<file path="src/rtl/wb_stage.sv">
// ---------------------------------------------------------------------------
// wb_stage: write-back pipeline stage.
//
// Captures the instruction leaving the MEM stage, formats load data
// (byte/halfword extraction with sign/zero extension), detects misaligned
// loads, drives the register-file write port and counts retired
// instructions.
//
// Ports:
//   clk, rst        - rising-edge clock, synchronous active-high reset
//   memValid        - MEM stage presents an instruction this cycle
//   memRegWrite     - instruction writes a register
//   memWriteAddr    - destination register
//   memAluResult    - ALU result, or effective address for loads
//   memLoadType     - 0 none, 1 LB, 2 LBU, 3 LH, 4 LHU, 5 LW (6/7 = none)
//   memReadData     - aligned memory word for loads
//   hold            - freeze stage contents
//   flush           - discard the incoming instruction
//   writeEnable     - register-file write strobe
//   writeAddr       - register-file write address
//   writeValue      - register-file write data
//   misaligned      - one-cycle pulse on a misaligned load
//   retireCount     - count of retired instructions (wraps silently)
// ---------------------------------------------------------------------------
module wb_stage #(
  parameter int WORD_WIDTH  = 32,
  parameter int REG_NUM_LOG = 5
) (
  input  logic                   clk,
  input  logic                   rst,
  input  logic                   memValid,
  input  logic                   memRegWrite,
  input  logic [REG_NUM_LOG-1:0] memWriteAddr,
  input  logic [WORD_WIDTH-1:0]  memAluResult,
  input  logic [2:0]             memLoadType,
  input  logic [WORD_WIDTH-1:0]  memReadData,
  input  logic                   hold,
  input  logic                   flush,
  output logic                   writeEnable,
  output logic [REG_NUM_LOG-1:0] writeAddr,
  output logic [WORD_WIDTH-1:0]  writeValue,
  output logic                   misaligned,
  output logic [31:0]            retireCount
);

  localparam logic [2:0] LT_NONE = 3'd0;
  localparam logic [2:0] LT_LB   = 3'd1;
  localparam logic [2:0] LT_LBU  = 3'd2;
  localparam logic [2:0] LT_LH   = 3'd3;
  localparam logic [2:0] LT_LHU  = 3'd4;
  localparam logic [2:0] LT_LW   = 3'd5;

  // Byte at little-endian lane 'off' of a word.
  function automatic logic [7:0] lane_byte(input logic [WORD_WIDTH-1:0] w,
                                           input logic [1:0] off);
    logic [7:0] b;
    case (off)
      2'd0:    b = w[7:0];
      2'd1:    b = w[15:8];
      2'd2:    b = w[23:16];
      2'd3:    b = w[31:24];
      default: b = w[7:0];
    endcase
    return b;
  endfunction

  // Load formatting: extract and extend the addressed byte/halfword.
  function automatic logic [WORD_WIDTH-1:0] load_select(
      input logic [2:0]            lt,
      input logic [WORD_WIDTH-1:0] alu,
      input logic [WORD_WIDTH-1:0] rd);
    logic [7:0]            b;
    logic [15:0]           h;
    logic [WORD_WIDTH-1:0] r;
    b = lane_byte(rd, alu[1:0]);
    h = alu[1] ? rd[31:16] : rd[15:0];
    case (lt)
      LT_LB:   r = {{(WORD_WIDTH-8){b[7]}}, b};
      LT_LBU:  r = {{(WORD_WIDTH-8){1'b0}}, b};
      LT_LH:   r = {{(WORD_WIDTH-16){h[15]}}, h};
      LT_LHU:  r = {{(WORD_WIDTH-16){1'b0}}, h};
      LT_LW:   r = rd;
      LT_NONE: r = alu;
      default: r = alu;   // 6 and 7 behave as "no load"
    endcase
    return r;
  endfunction

  // Alignment rule: halfwords need an even address, words a multiple of 4.
  function automatic logic is_misaligned(input logic [2:0] lt,
                                         input logic [1:0] off);
    logic m;
    case (lt)
      LT_LH, LT_LHU: m = off[0];
      LT_LW:         m = (off != 2'd0);
      default:       m = 1'b0;
    endcase
    return m;
  endfunction

  logic                   valid_q,       valid_d;
  logic                   reg_write_q,   reg_write_d;
  logic [REG_NUM_LOG-1:0] addr_q,        addr_d;
  logic [WORD_WIDTH-1:0]  alu_result_q,  alu_result_d;
  logic [2:0]             load_type_q,   load_type_d;
  logic [WORD_WIDTH-1:0]  read_data_q,   read_data_d;
  logic                   fresh_q,       fresh_d;
  logic [31:0]            retire_count_q, retire_count_d;

  logic                   mis_cond_s;
  logic                   live_s;
  logic                   retire_s;
  logic [WORD_WIDTH-1:0]  sel_value_s;

  // Output decode from the stage register.
  always_comb begin
    mis_cond_s  = is_misaligned(load_type_q, alu_result_q[1:0]);
    sel_value_s = load_select(load_type_q, alu_result_q, read_data_q);
    // 'fresh' limits side effects to the first cycle an entry is present,
    // so a held instruction is never written or counted twice.
    live_s      = valid_q & fresh_q;
    retire_s    = live_s & ~mis_cond_s;
  end

  // Next-state: hold freezes the entry, otherwise capture MEM outputs.
  always_comb begin
    valid_d        = valid_q;
    reg_write_d    = reg_write_q;
    addr_d         = addr_q;
    alu_result_d   = alu_result_q;
    load_type_d    = load_type_q;
    read_data_d    = read_data_q;
    fresh_d        = fresh_q;
    retire_count_d = retire_s ? (retire_count_q + 32'd1) : retire_count_q;
    if (hold) begin
      fresh_d = 1'b0;
    end else begin
      valid_d      = memValid & ~flush;
      reg_write_d  = memRegWrite;
      addr_d       = memWriteAddr;
      alu_result_d = memAluResult;
      load_type_d  = memLoadType;
      read_data_d  = memReadData;
      fresh_d      = 1'b1;
    end
  end

  // State registers with synchronous reset.
  always_ff @(posedge clk) begin
    if (rst) begin
      valid_q        <= 1'b0;
      reg_write_q    <= 1'b0;
      addr_q         <= '0;
      alu_result_q   <= '0;
      load_type_q    <= 3'd0;
      read_data_q    <= '0;
      fresh_q        <= 1'b0;
      retire_count_q <= 32'd0;
    end else begin
      valid_q        <= valid_d;
      reg_write_q    <= reg_write_d;
      addr_q         <= addr_d;
      alu_result_q   <= alu_result_d;
      load_type_q    <= load_type_d;
      read_data_q    <= read_data_d;
      fresh_q        <= fresh_d;
      retire_count_q <= retire_count_d;
    end
  end

  assign writeValue  = valid_q ? sel_value_s : '0;
  assign writeAddr   = addr_q;
  assign writeEnable = live_s & reg_write_q & ~mis_cond_s & (addr_q != '0);
  assign misaligned  = live_s & mis_cond_s;
  assign retireCount = retire_count_q;

endmodule

</file>
<file path="config.mk">
export PLATFORM = sky130hd
export DESIGN_NAME = wb_stage
export DESIGN_NICKNAME = d
export VERILOG_FILES = /design/src/rtl/wb_stage.sv
export SDC_FILE = /design/constraint.sdc
export NUM_CORES = 1
export LEC_CHECK = 0
export CORE_MARGIN = 5
export CORE_UTILIZATION = 33
export DETAILED_ROUTE_END_ITERATION = 12
export GPL_TIMING_DRIVEN = 1
export PLACE_DENSITY = 0.6
export SKIP_CTS_REPAIR_TIMING = 1
export SLEW_MARGIN = 25
export SYNTH_ARGS = -nofsm -noshare
export SYNTH_HDL_FRONTEND = slang
export SYNTH_SLANG_ARGS = --single-unit
export TNS_END_PERCENT = 100
</file>
<file path="constraint.sdc">
create_clock -name clk -period 2.1 [get_ports clk]
set_clock_uncertainty 0.2 [all_clocks]
set_input_delay 0.42 -clock clk [delete_from_list [all_inputs] [get_ports clk]]
set_output_delay 0.42 -clock clk [all_outputs]
set_load 0.02 [all_outputs]
</file>
; ---- Word level (Yosys, flattened, before mapping)
; Index checks and enable logic that the tools add are counted.
[word_totals]
register_bits = 107
inputBits = 78
output_inout_bits = 71
word_cells = 36
[op_classes]
addsub = 1
n_eq_ne = 8
mux = 6
bitwise_logic = 9
reduce_logical = 4
[ops]
columns = op, n
row1 = 32-bit one-hot mux with 5 select lines, 1
row2 = 32-bit by 1-bit adder with 32-bit output (second input constant), 1
row3 = 32-bit 2-to-1 mux, 1
row4 = 8-bit one-hot mux with 4 select lines, 1
row5 = 16-bit 2-to-1 mux, 1
row6 = 1-bit bitwise AND, 7
row7 = 3-bit by 2-bit equality test with 1-bit output (second input constant), 2
row8 = 3-bit equality test (second input constant), 2
row9 = 5-bit nonzero test, 1
row10 = 2-bit equality test (second input constant), 2
row11 = 3-bit by 1-bit equality test with 1-bit output (second input constant), 1
row12 = 2-bit by 1-bit equality test with 1-bit output (second input constant), 1
row13 = 2-bit logical NOT, 1
row14 = 1-bit inverter, 2
row15 = 1-bit one-hot mux with 2 select lines, 1
row16 = 2-bit nonzero test, 1
row17 = 2-bit OR reduction, 1
row18 = 1-bit 2-to-1 mux, 1

; ---- Logic depth before layout (Yosys ltp)
[logic_depth]
ltp_word = 6
ltp_mapped = 7
depth_no_buf = 5

; ---- Worst setup path before layout
; Ideal clock, no wire load.
[synth_path]
path_type = flip-flop to output port
startpoint = reg alu_result_q[0]
endpoint = out writeValue[20]
t_arrival_ns = 1.833
required_ns = 1.480
setup_slack_ns = -0.353
path_stages_with_launch = 6
path_buffers = 1
path_cell_list = dfxtp_1 -> mux4_2 -> o21a_1 -> a21oi_1 -> buf_2 -> a21oi_1
[synth_between]
elab_chain_cells = 4
elab_cells_between_ends = 7
cone_classes = 3 x eq/ne / 3 x mux / 1 x reduce/logical
[synth_lines]
columns = element, line_no
row1 = from (decl), 104  ; logic [WORD_WIDTH-1:0] alu_result_q, alu_result_d;
row2 = from (signal assigned), 163  ; alu_result_q <= alu_result_d;
row3 = 2-bit equality test (tied with other cells), 57  ; case (off)
row4 = 8-bit one-hot mux with 4 select lines *, 57
row5 = 32-bit one-hot mux with 5 select lines *, 77  ; case (lt)
row6 = 32-bit 2-to-1 mux *, 171  ; assign writeValue = valid_q ? sel_value_s : '0;
row7 = to (decl), 41  ; output logic [WORD_WIDTH-1:0] writeValue,
; Every way passes the cells marked *; elsewhere a longest branch is shown, timed or not.

; ---- Worst setup path in the final report
[layout_path]
startpoint = reg alu_result_q[0]
endpoint = out writeValue[26]
; Same word-level chain as after synthesis.

==> results.ini <==
[status]
outcome = finished with violations
violations = negative setup slack

[timing]
drv_slew = 0
rsz0062_at_grt = yes
period_minus_slack_ns = 2.73
tightestPinTransition_ns = 0.609
finalCritPeriodShare_pct = 130
final-setup-viol-count = 43
hold_violations = 0
holdWs_ns = 0.299
maxSlewHeadroom_pct = 59.4
setup_ws_ns = -0.635
fmax_mhz = 366

[yosys]
synthCells = 677
synth_flop_cell = dfxtp_1
ys_ff_latch = 107
synth_nets = 756
synthTopCellsByArea = dfxtp_1, mux2i_1, nor2_1
netlist_area_um2 = 5670
async_reset_ff_share_pct = 0
synth_cell_types = 55
yosys.area.top_type = dfxtp_1
syn_avg_cell_area_um2 = 8.37
synth_top_area_share_pct = 37.8
synth_edf_count = 0
yosysSeqAreaShare_pct = 37.8
yosysWarningCount = 0

[setup_path]
cpMaxStageDelayCell = mux4_2
r2r_start = retireCount[6]$_SDFFE_PP0P_
arrival_ns = 2.11
worstPathMaxFanout = 8
critPathBufInv = 2
max_stage_delay_ns = 0.53
crit_family = multiplexers
rrSetupSlack_ns = -0.04
cp-end-kind = output port
critical_path.most_common_cell = a21oi_4
crit_type = reg -> out
start_kind = flip-flop
required_ns = 1.48
r2r-end = retireCount[15]$_SDFFE_PP0P_
rr_worst_depth = 5
crit_path_cell_trace = mux4_2, o21a_4, a21oi_4, clkbuf_16, a21oi_4, buf_6

[cells_and_area]
final_util_pct = 56.9
layout-drive-gt1-share_pct = 35.7
fin_area_um2 = 9700
area_growth_pct = 71.1
layoutNonFillerInstCount = 1150
fillers = 1506
num_antenna_cells = 0
nNetsFinal = 999

[min_path]
hold_end = alu_result_q[23]$_SDFFE_PP0N_
hold_class = reg -> reg
hp-start = alu_result_q[23]$_SDFFE_PP0N_
whs_path_depth = 2

[place]
hpwl_mm = 14.9
place_ws_ns = -0.735
gp_congestion = 0.910
placed_area_um2 = 8530
io_buffers = 148
place_inst = 1118

[routing]
drtIter0Drc = 282
drc_errors = 0
drtPass1Iterations = 5
via_per_inst = 5.31
antenna_left = 0
num_vias = 6107
wirelength_mm = 20.8
detail_route.wl_per_cell_um = 18.1

[die]
rows = 48
fp.dieH_um = 141
top_level_ports = 149
die_x_um = 141
core_area_um2 = 17100
die_area_um2 = 19900
start_util_pct = 33.2

[power]
vdd_ir_drop_max_mv = 0.372
p_int_w = 0.00351
p_comb_share_pct = 21.8
switching_power_w = 0.00139
powerDensity_nw_per_um2 = 505
power.clock.fraction_pct = 33.7
sw_frac_of_total_pct = 28.4
p_leak_nw = 3.95
p_seq_share_pct = 44.5

[clocking]
clk_pin_slew_ns = 0.08
cts_tree = done
htreeDepth = 3
numCtsBuffers = 9
clk_path_buf_depth = 2
root_buffer = clkbuf_16
clk_latency_ns = 0.36
cts.sinks = 107

[global_route]
antenna_found_initial = 0
grt-ovfl-total = 0
grt_max_degree = 51
grt_pass1_wl_mm = 31.1
grt_usage_pct = 19.2
grt_pass1_vias = 6117

[flow_run]
maxCapViolations = 0

power by group through the flow:
stage               Clock, W  Sequential, W  Combinational (W)
finish               0.00165        0.00218            0.00107
global route         0.00176        0.00219            0.00115
CTS                  0.00169        0.00217           0.000941
detailed placement         0        0.00222           0.000937
global placement           0        0.00221           0.000920
floorplan                  0        0.00220           0.000457
cell type report:
type	count	area, µm²	share of cell area (%)
multi-input cells	508	4050	41.8
repair buffers	287	2870	29.6
flip-flops and latches	107	2190	22.6
well taps	225	282	2.90
clock buffers	10	239	2.46
clock inverters	6	40.0	0.413
inverters	7	26.3	0.271
synth_stat cells, drive strengths merged, types with 2 or more instances:
cell type  count
or3            3
clkbuf        33
nor2b         17
a21o           2
nor3b          2
o2111ai        7
nor2          99
nand3         13
a22o           8
nand4         17
and3           5
buf           22
and2           6
mux2i         81
o32ai          2
a21oi         53
o2bb2ai        7
o211ai         6
o31ai         14
a31oi          2
nand2         45
or4           17
and4           3
inv            6
nor4           9
xor2           3
o21ai         45
dfxtp        107
a22oi          7
a221oi         2
mux2          11
nand2b         7
per-layer routing:
metal	up-vias	share of wire, %	track usage [%]
li1	2953	-	-
met1	2923	42	24.3
met2	203	50	32.6
met3	28	6.3	4.58
met4	0	2.2	5.76
met5	-	0	0
state kept, by name, summed over array words and instances (netlist names):
name / count
fresh_q: 1
load_type_q: 3
read_data_q: 32
retireCount: 32
alu_result_q: 32
reg_write_q: 1
writeAddr: 5
valid_q: 1
per-stage QoR:
step	setup TNS, ns	power (W)
4_1_cts	-38.72	0.00481
5_1_grt	-21.20	0.00510
3_3_place_gp	-22.13	0.00313
2_1_floorplan	-1.75	0.00266
3_5_place_dp	-24.74	0.00315
6_report	-18.34	0.00490
cells by family after synthesis:
logic type	share of synthesized area, %
AOI/OAI and AO/OA	17.6
xor gates and xnor gates	0.464
adders and majority gates	0.397
buffers and inverters	4.39
DFF	37.8
muxes	16.9
and+or+nand+nor	22.4
how the worst max path moves through the flow:
stage	startpoint	to	slack, ns	cells after the start
6_report	alu_result_q[0]$_SDFFE_PP0N_	writeValue[26]	-0.63	6
3_5_place_dp	alu_result_q[1]$_SDFFE_PP0N_	writeValue[13]	-0.74	7
4_1_cts	alu_result_q[1]$_SDFFE_PP0N_	writeValue[13]	-1.13	7
3_3_place_gp	alu_result_q[1]$_SDFFE_PP0N_	writeValue[13]	-0.69	7
2_1_floorplan	alu_result_q[0]$_SDFFE_PP0N_	writeValue[20]	-0.11	5
5_1_grt	alu_result_q[0]$_SDFFE_PP0N_	writeValue[30]	-0.70	6
worst register-to-register path, stage by stage, from the launching register on:
cell	delay (ns)
dfxtp_4	0.36
nand4_4	0.13
or4_4	0.60
clkbuf_16	0.20
or4_4	0.48
a21oi_2	0.12
cells in the final DEF, fill, tap and decap left out, drive strengths merged, types with 8 or more instances in the layout:
master and n:
or4 17, dlymetal6s2s 12, mux2i 81, nand3 13, o31ai 14, clkbuf 13
o21ai 45, mux2 11, a22o 8, a21oi 53, dfxtp 107, nor2b 17
nand4 17, buf 170, nor4 9, nand2 45, clkdlybuf4s50 102, nor2 99
Power figures use the tool's default switching activity.
